$ cat src/rtl/hazard_stall_unit.sv
// rtl/hazard_stall_unit.sv - pipeline stall/hold/flush control for load-use, memory wait and branch redirect; optional perf counters via HAZARD_PERF_EN
module hazard_stall_unit #(
  parameter int LOAD_USE_STALLS = 1,
  parameter int FLUSH_CYCLES    = 1,
  parameter int MEM_TIMEOUT     = 255,
  parameter int CNT_W           = 8
) (
  input  logic        clk,
  input  logic        rst,
  input  logic [4:0]  if_id_rs1,
  input  logic [4:0]  if_id_rs2,
  input  logic        if_id_uses_rs1,
  input  logic        if_id_uses_rs2,
  input  logic [4:0]  id_ex_rd,
  input  logic        id_ex_mem_read,
  input  logic        branch_taken_ex,
  input  logic        mem_req,
  input  logic        mem_ready,
  output logic        pc_write,
  output logic        if_id_write,
  output logic        if_id_flush,
  output logic        id_ex_write,
  output logic        id_ex_bubble,
  output logic        ex_mem_write,
  output logic        mem_wb_bubble,
  output logic        mem_timeout
`ifdef HAZARD_PERF_EN
  ,
  output logic [31:0] perf_stall_cycles,
  output logic [31:0] perf_flush_cycles,
  output logic [31:0] perf_wait_cycles
`endif
);

  typedef enum logic [1:0] {
    ST_RUN,
    ST_LOAD_STALL,
    ST_MEM_WAIT,
    ST_FLUSH
  } state_t;

  // Counter reload values: the first bubble/flush cycle is issued from RUN,
  // so the dedicated states only cover the remaining N-1 cycles.
  localparam logic [CNT_W-1:0] STALL_RELOAD = CNT_W'(LOAD_USE_STALLS - 1);
  localparam logic [CNT_W-1:0] FLUSH_RELOAD = CNT_W'(FLUSH_CYCLES - 1);
  localparam logic [CNT_W-1:0] TIMEOUT_VAL  = CNT_W'(MEM_TIMEOUT);
  localparam logic [CNT_W-1:0] CNT_ONE      = CNT_W'(1);
  localparam logic [CNT_W-1:0] CNT_ZERO     = '0;
  localparam logic [CNT_W-1:0] CNT_MAX      = {CNT_W{1'b1}};

  state_t           state, state_nxt;
  logic [CNT_W-1:0] stall_cnt, stall_nxt;
  logic [CNT_W-1:0] wait_cnt, wait_nxt;
  logic [CNT_W-1:0] flush_cnt, flush_nxt;
  logic             timeout_nxt;

  logic load_use;
  logic mem_stall;
  logic freeze_now;
  logic act_freeze;
  logic act_flush;
  logic act_stall;

  // Hazard detection; a load into x0 never creates a dependency.
  always_comb begin
    load_use = id_ex_mem_read && (id_ex_rd != 5'd0) &&
               ((if_id_uses_rs1 && (if_id_rs1 == id_ex_rd)) ||
                (if_id_uses_rs2 && (if_id_rs2 == id_ex_rd)));
    mem_stall = mem_req && !mem_ready;
    // Once waiting, only mem_ready releases the freeze.
    freeze_now = (state == ST_MEM_WAIT) ? !mem_ready : mem_stall;
  end

  // Next-state logic: freeze beats flush beats load-use stall.
  always_comb begin
    state_nxt   = state;
    stall_nxt   = stall_cnt;
    wait_nxt    = wait_cnt;
    flush_nxt   = flush_cnt;
    timeout_nxt = mem_timeout;
    act_freeze  = 1'b0;
    act_flush   = 1'b0;
    act_stall   = 1'b0;

    if (freeze_now) begin
      // Whole pipeline held; any pending stall/flush count is dropped and
      // ID re-evaluates its hazards once the access completes.
      act_freeze = 1'b1;
      state_nxt  = ST_MEM_WAIT;
      stall_nxt  = CNT_ZERO;
      flush_nxt  = CNT_ZERO;
      if (state == ST_MEM_WAIT) begin
        wait_nxt = (wait_cnt == CNT_MAX) ? wait_cnt : (wait_cnt + CNT_ONE);
      end else begin
        wait_nxt = CNT_ONE;
      end
      if ((MEM_TIMEOUT != 0) && (wait_nxt == TIMEOUT_VAL)) begin
        timeout_nxt = 1'b1;
      end
    end else begin
      // Not frozen (includes the mem_ready release cycle): RUN rules apply.
      wait_nxt  = CNT_ZERO;
      state_nxt = ST_RUN;
      if (branch_taken_ex) begin
        act_flush = 1'b1;
        stall_nxt = CNT_ZERO;
        if (FLUSH_CYCLES > 1) begin
          state_nxt = ST_FLUSH;
          flush_nxt = FLUSH_RELOAD;
        end else begin
          flush_nxt = CNT_ZERO;
        end
      end else if (state == ST_FLUSH) begin
        act_flush = 1'b1;
        flush_nxt = flush_cnt - CNT_ONE;
        if (flush_nxt != CNT_ZERO) begin
          state_nxt = ST_FLUSH;
        end
      end else if (state == ST_LOAD_STALL) begin
        act_stall = 1'b1;
        stall_nxt = stall_cnt - CNT_ONE;
        if (stall_nxt != CNT_ZERO) begin
          state_nxt = ST_LOAD_STALL;
        end
      end else if (load_use) begin
        act_stall = 1'b1;
        if (LOAD_USE_STALLS > 1) begin
          state_nxt = ST_LOAD_STALL;
          stall_nxt = STALL_RELOAD;
        end
      end
    end
  end

  // Pipeline register controls; reset forces a plain "advance everything".
  always_comb begin
    pc_write      = 1'b1;
    if_id_write   = 1'b1;
    if_id_flush   = 1'b0;
    id_ex_write   = 1'b1;
    id_ex_bubble  = 1'b0;
    ex_mem_write  = 1'b1;
    mem_wb_bubble = 1'b0;
    if (!rst) begin
      if (act_freeze) begin
        pc_write      = 1'b0;
        if_id_write   = 1'b0;
        id_ex_write   = 1'b0;
        ex_mem_write  = 1'b0;
        mem_wb_bubble = 1'b1;
      end else if (act_flush) begin
        if_id_flush  = 1'b1;
        id_ex_bubble = 1'b1;
      end else if (act_stall) begin
        pc_write     = 1'b0;
        if_id_write  = 1'b0;
        id_ex_bubble = 1'b1;
      end
    end
  end

  // State and counter registers.
  always_ff @(posedge clk) begin
    if (rst) begin
      state       <= ST_RUN;
      stall_cnt   <= CNT_ZERO;
      wait_cnt    <= CNT_ZERO;
      flush_cnt   <= CNT_ZERO;
      mem_timeout <= 1'b0;
    end else begin
      state       <= state_nxt;
      stall_cnt   <= stall_nxt;
      wait_cnt    <= wait_nxt;
      flush_cnt   <= flush_nxt;
      mem_timeout <= timeout_nxt;
    end
  end

`ifdef HAZARD_PERF_EN
  // Free-running event counters, wrapping at 2^32.
  always_ff @(posedge clk) begin
    if (rst) begin
      perf_stall_cycles <= 32'd0;
      perf_flush_cycles <= 32'd0;
      perf_wait_cycles  <= 32'd0;
    end else begin
      if (act_stall && !act_flush && !act_freeze) begin
        perf_stall_cycles <= perf_stall_cycles + 32'd1;
      end
      if (act_flush && !act_freeze) begin
        perf_flush_cycles <= perf_flush_cycles + 32'd1;
      end
      if (act_freeze) begin
        perf_wait_cycles <= perf_wait_cycles + 32'd1;
      end
    end
  end
`endif

endmodule

$ cat config.mk
export PLATFORM = sky130hd
export DESIGN_NAME = hazard_stall_unit
export DESIGN_NICKNAME = d
export VERILOG_FILES = /design/src/rtl/hazard_stall_unit.sv
export SDC_FILE = /design/constraint.sdc
export NUM_CORES = 1
export LEC_CHECK = 0
export CAP_MARGIN = 20
export CELL_PAD_IN_SITES_DETAIL_PLACEMENT = 0
export CELL_PAD_IN_SITES_GLOBAL_PLACEMENT = 1
export CORE_MARGIN = 2
export CORE_UTILIZATION = 30
export DETAILED_ROUTE_END_ITERATION = 8
export GPL_TIMING_DRIVEN = 0
export PLACE_DENSITY = 0.75
export SYNTH_ARGS = -nofsm -noshare
export SYNTH_HDL_FRONTEND = slang
export SYNTH_SLANG_ARGS = --single-unit
$ cat constraint.sdc
create_clock -name clk -period 7.6 [get_ports clk]
set_input_delay 2.28 -clock clk [delete_from_list [all_inputs] [get_ports clk]]
set_output_delay 2.28 -clock clk [all_outputs]
set_load 0.02 [all_outputs]
# Word level (Yosys, flattened, before mapping)
# Index checks and enable logic that the tools add are counted.
# op_classes
bitwise_logic,2
eq_ne,7
muxes,34
n_addsub,3
reduce_logical,14
# op_table
op,n
$mux W1,27
$mux W8,3
$eq A8 B8 Y1 const B,2
$reduce_bool A8 Y1,2
$sub A8 B1 Y8 const B,2
$eq A5 B5 Y1,2
$add A8 B1 Y8 const B,1
$mux W2,4
$logic_and A1 B1 Y1,5
$reduce_bool A5 Y1,1
$eq A2 B2 Y1 const B,2
$reduce_and A2 Y1,2
$reduce_or A3 Y1,1
$eq A2 B1 Y1 const B,1
$not A1 Y1,2
$reduce_or A2 Y1,1
$logic_not A1 Y1,1
$logic_or A1 B1 Y1,1
# totals
inputBits,23
out_inout_bits,8
word_cells,66
ff_bits,27

# Longest topological paths before layout
# depth
ltp_word,13
depth_mapped,7
depth_no_buf,7

# Worst setup path before layout
# No wires, ideal clock.
# synth_path
path_type,input -> output
startpoint,in id_ex_rd[2]
endpoint,out pc_write
n_path_buf,1
stages,6
t_arrival_ps,3445
setup_slack_ps,1875
required_ps,5320
cell_sequence,xnor2_1 > nand4_1 > o22ai_1 > a31oi_1 > o41a_1 > buf_4
# synth_between
elab_chain_len,13
word_cells_on_any_way,17
classes_between,eq/ne (2); mux (9); reduce/logical (6)
# synth_rtl
element,line,text
"start, declared",14,"input logic [4:0] id_ex_rd,"
"$eq A5 B5 Y1, on equally long branches","67, 68",
"$logic_and A1 B1 Y1, on equally long branches","67, 68",
$logic_or A1 B1 Y1,67,((if_id_uses_rs1 && (if_id_rs1 == id_ex_rd)) ||
$logic_and A1 B1 Y1 (*),66,load_use = id_ex_mem_read && (id_ex_rd != 5'd0) &&
$mux W1 (*),125,end else if (load_use) begin
$mux W1 (*),119,end else if (state == ST_LOAD_STALL) begin
$mux W1 (*),113,end else if (state == ST_FLUSH) begin
$mux W1 (*),104,if (branch_taken_ex) begin
$mux W1 (*),85,if (freeze_now) begin
$mux W1 (*) (4 in a row),n/a,
"end, declared",19,"output logic pc_write,"
# Mark *: on every way between the ends. The rest lies on a longest branch, timed or not.

# Final worst setup path
# layout_path
startpoint,in id_ex_rd[2]
endpoint,out pc_write
# layout_between
elab_chain_len,13
word_cells_on_any_way,17
classes_between,eq/ne (2); mux (9); reduce/logical (6)
# layout_rtl
element,line,text
"$eq A5 B5 Y1, on equally long branches","67, 68",
"$logic_and A1 B1 Y1, on equally long branches","67, 68",
$logic_or A1 B1 Y1,67,
$logic_and A1 B1 Y1 (*),66,
$mux W1 (*),125,
$mux W1 (*),119,
$mux W1 (*),113,
$mux W1 (*),104,
$mux W1 (*),85,
$mux W1 (*),154,end else if (act_stall) begin
$mux W1 (*),151,end else if (act_flush) begin
$mux W1 (*),145,if (act_freeze) begin
$mux W1 (*),144,if (!rst) begin
# Marked as above.

==> results.sh <==
export IMPL_cp_common_cell="clkdlybuf4s50_1"
export IMPL_cts_sinks=27
export IMPL_synth_fp_nets=220
export IMPL_ys_async_sr_fraction_pct=0
export IMPL_grt_pass1_vias=1235
export IMPL_post_cts_buffers=0
export IMPL_drtIter0Drc=82
export IMPL_synth_edf_count=0
export IMPL_synth_avg_cell_area_um2=8.30
export IMPL_mostFrequentLayoutCells="35 x nor2_1, 30 x clkdlybuf4s50_1, 27 x dfxtp_1, 24 x xnor2_1, 15 x nand2_1"
export IMPL_grt_antenna_before_repair=0
export IMPL_crit_chain="clkdlybuf4s50_1 > xnor2_1 > nand4_1 > o22ai_1 > a31oi_1 > o41a_1 > buf_4 > clkdlybuf4s50_1"
export IMPL_drv_slew=0
export IMPL_io_pins=31
export IMPL_yosysSeqAreaShare_pct=33.9
export IMPL_synth_compound_area_share_pct=12.6
export IMPL_post_route_period_util_pct=88.1
export IMPL_hold_path_class="reg -> reg"
export IMPL_synth_top_family_by_area="simple AND/OR/NAND/NOR gates"
export IMPL_hold_start="mem_timeout$_SDFFE_PP0P_"
export IMPL_dieArea_um2=5910
export IMPL_slowest_delay_ns=0.53
export IMPL_io_buffers=30
export IMPL_r2r_start="stall_cnt[3]$_SDFFE_PP0P_"
export IMPL_rsz0062_at_grt="false"
export IMPL_clock_path_buffers=2
export IMPL_synthesis_area_um2=1590
export IMPL_ctsResizeCount=0
export IMPL_die_height_um=76.9
export IMPL_drt_pass1_iterations=4
export IMPL_synth_flop_cell="dfxtp_1"
export IMPL_skew_ns=0.00408
export IMPL_core_area_um2=5110
export IMPL_insertion_delay_ns=0.27
export IMPL_gr_total_overflow=0
export IMPL_tightest_slew_ns=0.596
export IMPL_cts_hold_buf=0
export IMPL_p_leak_nw=0.707
export IMPL_track_usage_pct=11.1
export IMPL_rows=26
export IMPL_drv_cap=0
export IMPL_crit_start="id_ex_rd[2]"
export IMPL_synth_xor_area_share_pct=17.6
export IMPL_route_detailed_drc=0
export IMPL_setup_viol=0
export IMPL_crit_path_start_kind="input pin"
export IMPL_path_max_fanout=3
export IMPL_cts_buffers=3
export IMPL_tritoncts="built"
export IMPL_cts_root_buf="clkbuf_8"
export IMPL_viasPerCell=4.52
export IMPL_endpoint_kind="output port"
export IMPL_vias=1337
export IMPL_finalPower_mw=0.258
export IMPL_synth_seq_cells=27
export IMPL_hpwlAfterDp_mm=2.48
export IMPL_yosysTopAreaCell="dfxtp_1"
export IMPL_start_util_pct=31.2
export IMPL_finalHoldViolations=0
export IMPL_fin_setup_tns_ns=0
export IMPL_diodes=0
export IMPL_yosys_area_share_simple_pct=26.0
export IMPL_yosysWarningCount=0
export IMPL_wl_per_cell_um=10.5
export IMPL_status="finished, final reports clean"
export IMPL_slowest_stage="clkdlybuf4s50_1"
export IMPL_ant_nets=0
export IMPL_nets=255
export IMPL_arrival_ns=4.41
export IMPL_grt_first_pass_wirelength_mm=5.41
export IMPL_max_slew_margin_rel_pct=60.0
export IMPL_synthAdderAreaFrac_pct=3.92
export IMPL_drive_gt1_share_pct=7.96
export IMPL_ys_top_cells_by_area="dfxtp_1 34%, xnor2_1 13%, nor2_1 8.2%"
export IMPL_final_common_cell="nor2_1"
export IMPL_htree_levels=1
export IMPL_muxShareOfSynthArea_pct=0.628
export IMPL_globalplace_congestion=0.730
export IMPL_powerDensity_nw_per_um2=127
export IMPL_postRouteWirelength_mm=3.11
export IMPL_finalCriticalPeriod_ns=6.69
export IMPL_ys_types=41
export IMPL_clk_pin_slew_worst_paths_ns=0.09
export IMPL_crit_type="in -> out"
export IMPL_grt_max_degree=15
export IMPL_yosysTopAreaCellShare_pct=33.9
export IMPL_max_freq_mhz=149
export IMPL_die_w_um=76.9
export IMPL_netlist_instances=192
export IMPL_areaGrowthSynthToFinish_pct=27.2
export IMPL_fill_cells=546
export IMPL_peakVddDrop_uv=61.4
export IMPL_cp_required_ns=5.32
==> metrics by stage <==
stage / utilization (%) / setup slack, ns / cells / instance area (um2) / hold WS (ns)
2_1_floorplan: - / 1.88 / 192 / 1590 / 0.460
3_3_place_gp: 38.8 / 0.862 / 292 / 1980 / 0.450
3_5_place_dp: 38.8 / 0.869 / 292 / 1980 / 0.451
4_1_cts: 39.7 / 0.864 / 296 / 2030 / 0.475
5_1_grt: 39.7 / 0.766 / 296 / 2030 / 0.493
6_report: 39.7 / 0.905 / 296 / 2030 / 0.468
==> critical path, delay by kind of cell <==
| kind | cells | cell delay (ns) |
|---|---|---|
| xor gates and xnor gates | 1 | 0.14 |
| AOI/OAI and AO/OA | 3 | 0.68 |
| and+or+nand+nor | 1 | 0.11 |
| buffers and inverters | 3 | 1.20 |
==> metal layers <==
metal	vias to the layer above	track usage (%)	routed length (um)
met4	0	4.36	34
li1	725	-	-
met3	2	2.71	147
met5	-	0	0
met1	578	14.5	1550
met2	32	17.5	1380
==> sequential cells by signal (all words and copies together), names as in the netlist <==
register,count
wait_cnt,8
mem_timeout,1
flush_cnt,8
state,2
stall_cnt,8
==> power by group <==
part | internal (mW) | switching [mW]
registers | 0.142 | 0.000686
logic | 0.0209 | 0.0136
clock network | 0.0375 | 0.0433
==> area by class of cell <==
cell class                      count  area (um2)  area share [%]
Buffer                              7        52.6            2.59
Clock buffer                        4        45.0            2.22
Inverter                            9        33.8            1.67
Multi-Input combinational cell    149         967            47.7
Sequential cell                    27         541            26.7
Tap cell                           70        87.6            4.32
Timing Repair Buffer               30         300            14.8
==> cells in the mapped netlist, types with 3 or more instances <==
cell,count
o21ai_0,4
buf_2,3
xor2_1,8
dfxtp_1,27
nor2_1,35
a21oi_1,7
nor3_1,9
inv_1,9
ha_1,5
xnor2_1,24
a211oi_1,4
a31oi_1,3
nor4_1,3
nand2_1,15
==> path summary, 6_finish.rpt <==
path,end,slack (ns),depth (start not counted)
setup reg to reg,state[0]$_SDFF_PP0_,5.68,6
hold / removal,mem_timeout$_SDFFE_PP0P_,0.47,2
setup / recovery,pc_write,0.91,8
hold reg to reg,mem_timeout$_SDFFE_PP0P_,0.47,2
==> logic make-up after synthesis <==
group | count (synthesis)
AND/OR/NAND/NOR | 81
adder cells (fa/ha/maj) | 5
XOR/XNOR | 32
AO/OA/AOI/OAI | 30
multiplexers | 1
buffers and inverters | 16
flip-flops | 27
(Power assumes the default switching activity.)
